===== src/rtl/memory.sv =====
// memory: single-port synchronous RAM, DEPTH words x DATA_WIDTH bits.
//
// One shared address serves both writes and reads. A read is registered:
// addr/rd_en sampled at a rising edge appear on data_out after that edge.
// When wr_en and rd_en are both high, data_out receives the old word
// (read-before-write) and the new word is stored for later reads.
// An asynchronous active-low reset clears every word and data_out.
//
// Ports:
//   clk      in   rising-edge clock
//   wr_en    in   write enable, active high
//   reset    in   asynchronous reset, active low
//   rd_en    in   read enable, active high
//   addr     in   [ADDR_WIDTH-1:0] shared read/write word address
//   data_in  in   [DATA_WIDTH-1:0] write data
//   data_out out  [DATA_WIDTH-1:0] registered read data (holds when rd_en=0)
module memory #(
  parameter int DATA_WIDTH = 8,
  parameter int ADDR_WIDTH = 4,
  parameter int DEPTH      = 2 ** ADDR_WIDTH
) (
  input  logic                  clk,
  input  logic                  wr_en,
  input  logic                  reset,
  input  logic                  rd_en,
  input  logic [ADDR_WIDTH-1:0] addr,
  input  logic [DATA_WIDTH-1:0] data_in,
  output logic [DATA_WIDTH-1:0] data_out
);

  logic [DATA_WIDTH-1:0] mem [DEPTH];

  // Storage and output register share one process so that the read sees
  // the pre-edge contents of mem[addr] even when a write hits the same word.
  always_ff @(posedge clk or negedge reset) begin
    if (!reset) begin
      for (int unsigned i = 0; i < DEPTH; i++) begin
        mem[i] <= '0;
      end
      data_out <= '0;
    end else begin
      if (wr_en) begin
        mem[addr] <= data_in;
      end
      if (rd_en) begin
        data_out <= mem[addr];
      end
    end
  end

endmodule


===== config.mk =====
export PLATFORM = sky130hd
export DESIGN_NAME = memory
export DESIGN_NICKNAME = d
export VERILOG_FILES = /design/src/rtl/memory.sv
export SDC_FILE = /design/constraint.sdc
export NUM_CORES = 1
export LEC_CHECK = 0
export ABC_AREA = 1
export CAP_MARGIN = 30
export CORE_ASPECT_RATIO = 0.7
export CORE_MARGIN = 4
export CORE_UTILIZATION = 57
export CTS_BUF_LIST = sky130_fd_sc_hd__clkbuf_8
export DETAILED_ROUTE_END_ITERATION = 7
export PLACE_DENSITY = 0.8
export RECOVER_POWER = 50
export SYNTH_ARGS = -nofsm -noshare
export SYNTH_HDL_FRONTEND = slang
export SYNTH_SLANG_ARGS = --single-unit

===== constraint.sdc =====
create_clock -name clk -period 1.1 [get_ports clk]
set_input_delay 0.22 -clock clk [delete_from_list [all_inputs] [get_ports clk]]
set_output_delay 0.22 -clock clk [all_outputs]
set_load 0.02 [all_outputs]

==> results.md <==
* Final clock skew at 0.009619 ns
* Tightest Hold Check Type: in -> async
* Worst VDD drop at 1.305 mV
* Height of the die at 96.06 um
* R2r setup slk at -0.05 ns
* Vias in the first global route at 5513
* Crit-path leading delay family: flip-flops
* H-tree depth at 4
* DRT Pass-1 Iters at 8
* Grt ovf at 0
* Mapped Area at 6315 um2
* Sequential share of the synthesized area at 0.5389
* Critical path arrival at approximately 1.0 ns
* PnR worst setup slack at -0.1257 ns
* Layout overhead on the synthesized area at 27.52%
* Mapped Cells at a little over 800
* Antenna Violating Nets Remaining at 0
* Detail Placement HPWL at 11560 um
* Total Wirelength at 18330 um
* Avg Inst Size Synth at 7.729 um2
* Vias per cell at between 5 and 6
* CTS tree: built
* Avg WL per Cell at 17.48 um
* Initial DRC count at a little under 700
* Met2 usage at 0.4668
* P per Cell Area at ~1800 nW/um2
* Syn_nets at 833
* Fin crit share at 1.114
* Clk Latency, worst-skew pair at 0.46 ns
* Switching Fraction at 0.3120
* Combinational Power Share at 0.224
* Max cap viols at 0
* First-pass GRT wire length at 28680 um
* Yosys cell types at 19
* Initial antenna violation count at 0
* Synth area leader: dfrtp_1
* Initial core utilization at 0.5964
* Share of cells above drive strength 1 at 0.2186
* CTS Sinks at 136
* Filler cells at about 730
* Die ar. at roughly 13000 um2
* Area of the multi-input gates at roughly 2800 um2
* Max incr delay on CP at approximately 0.4 ns
* Relative slew slack at 0.7190
* Largest net degree at the start of global routing at 54
* Number of synthesized register bits at roughly 140
* Synth warn at 0
* Met1 Usage GRT at 0.3926
* Buf+Inv Stages, Crit Path at 1
* Ranking of synthesized cells by area: dfrtp_1, nand2_1, nor2_1
* Gpl congestion at 0.9193
* Final hold violations at 0
* # port buffers at 23
* CP max FO at 2
* CP Cell Sequence: buf_6
* Reg power frac at 0.463
* Failing checks: design-rule violations, negative setup slack
* Post-synth EDFFs at 0
* Minimum clock period at 1.226 ns
* Status: finished, violations left
* ANT cells at 0
* GRT Resource Usage Total at 0.2929
* Post-synth top cells: nand2_1, dfrtp_1, nor2_1, o21ai_0, a21oi_1
* Crit-path slowest cell: dfrtp_1
* Most frequent cell after synthesis: nand2_1
* Internal power at 9.969 mW
* # rows at 31
* Worst path required time at 0.88 ns
* Worst path depth at 1
* Nets at 904
* Worst-Margin Slew at 0.4215 ns
* Root buffer cell: clkbuf_8
* Worst Reg-to-Reg Cells at 8
* CTS buffer count at 17
* Part of the power in the clock network at 0.313
* Static Leak at around 4.0 nW
* Met3 Usage GRT at 0.09091
* Most Crowded Layer GR: met2
* Post-route DRC at 1
* Final setup vio count at 15
* Tot Pwr at 14.49 mW
* Post-synth top area share at 0.5389
* Critical path endpoint category: primary output
* Post-synth ARST share at 1.000
* Top Ports at 24
* Core box area at 10590 um2
* Hold_ws at around 0.22 ns
* Switching power of the nets at between 4 and 5 mW
* Clk pin slew, worst setup/hold paths at approximately 0.080 ns
* Die Width at approximately 130 um
* Register area at 3403 um2
* Fmax at 815.9 MHz
* Clk buf depth at 2
* Max-slew violation count at 0
* Main synth FF type: dfrtp_1
* Unrepaired setup endpoints after global routing: true
* Vias at 5909
* WS Path Type: reg -> out
* CP startpoint kind: flip-flop
## final timing paths
kind,start,endpoint
worst max-delay path,data_out[6],data_out[6]
min in group clk,data_in[4],mem[12]
worst min-delay path,reset,mem[121]
worst max register to register,mem[105],data_out[1]
worst min register to register,mem[88],mem[88]
max in group asynchronous,reset,mem[72]
## flip-flops by register name (all words and copies together) (netlist names)
name and cells:
data_out 8, mem 128
## power groups by stage
stage,combinational (mW),clock [mW],sequential (mW)
2_1_floorplan,1.73,0,6.62
3_3_place_gp,2.59,0,6.69
3_5_place_dp,2.75,0,6.74
4_1_cts,2.96,4.58,6.68
5_1_grt,3.62,4.80,6.80
6_report,3.24,4.54,6.71
## cell families (layout without fill, tap and decap cells)
family	count (synthesis)	in the layout	share of synthesized area
and+or+nand+nor	482	482	0.3067
DFF	136	136	0.5389
AOI/OAI and AO/OA	128	128	0.1014
buffers and inverters	71	155	0.05290
## repair_timing
item | CTS | global route
gates cloned | 0 | 0
buffers inserted | 11 | 14
pin swaps | 20 | 28
hold endpoints to repair | 136 | 0
hold buffers | 1 | 0
endpoints found under the setup margin | 128 | 112
gates resized for setup | 89 | 34
## worst reg2reg max path, stage by stage (launching register included)
cell and delay, ns:
dfrtp_1 0.40, nand2_1 0.08, nand2_2 0.07, nand2_2 0.09, nand2_2 0.07, nand2_1 0.07
nand3_2 0.11, nor2_4 0.10, nor2_2 0.04
## cell type report
class / instances / share of cell area
Sequential cell: 136 / 0.4226
Multi-Input combinational cell: 610 / 0.3532
Timing Repair Buffer: 103 / 0.1355
Clock buffer: 17 / 0.02906
Clock inverter: 15 / 0.02517
Tap cell: 148 / 0.02300
Inverter: 20 / 0.01150
## per-layer routing
layer / routed length, um / vias up
li1: - / 2746
met1: 7302 / 2811
met2: 8656 / 320
met3: 2051 / 32
met4: 322 / 0
met5: 0 / -
## cell usage in the layout, fill, tap and decap left out, drive strengths merged, types with 6 or more instances in the layout
cell type and n:
o21ai 83, inv 21, buf 88, nand2 353
nand4 8, nor2 79, nand3 40, clkdlybuf4s50 9
clkbuf 19, dfrtp 136, clkinv 6, a21oi 45
## stage by stage
step / TNS [ns] / util / std cells / setup slack [ns] / instance area (um2)
after floorplan: -0.6421 / - / 817 / -0.03056 / 6449
after global placement: -65.54 / 0.6799 / 991 / -0.5472 / 7199
after detailed placement: -73.35 / 0.6799 / 991 / -0.6269 / 7199
after CTS: -1.048 / 0.7435 / 1035 / -0.1396 / 7873
after global routing: -1.897 / 0.7605 / 1049 / -0.1623 / 8053
final: -1.025 / 0.7605 / 1049 / -0.1257 / 8053
(Power assumes the default switching activity.)
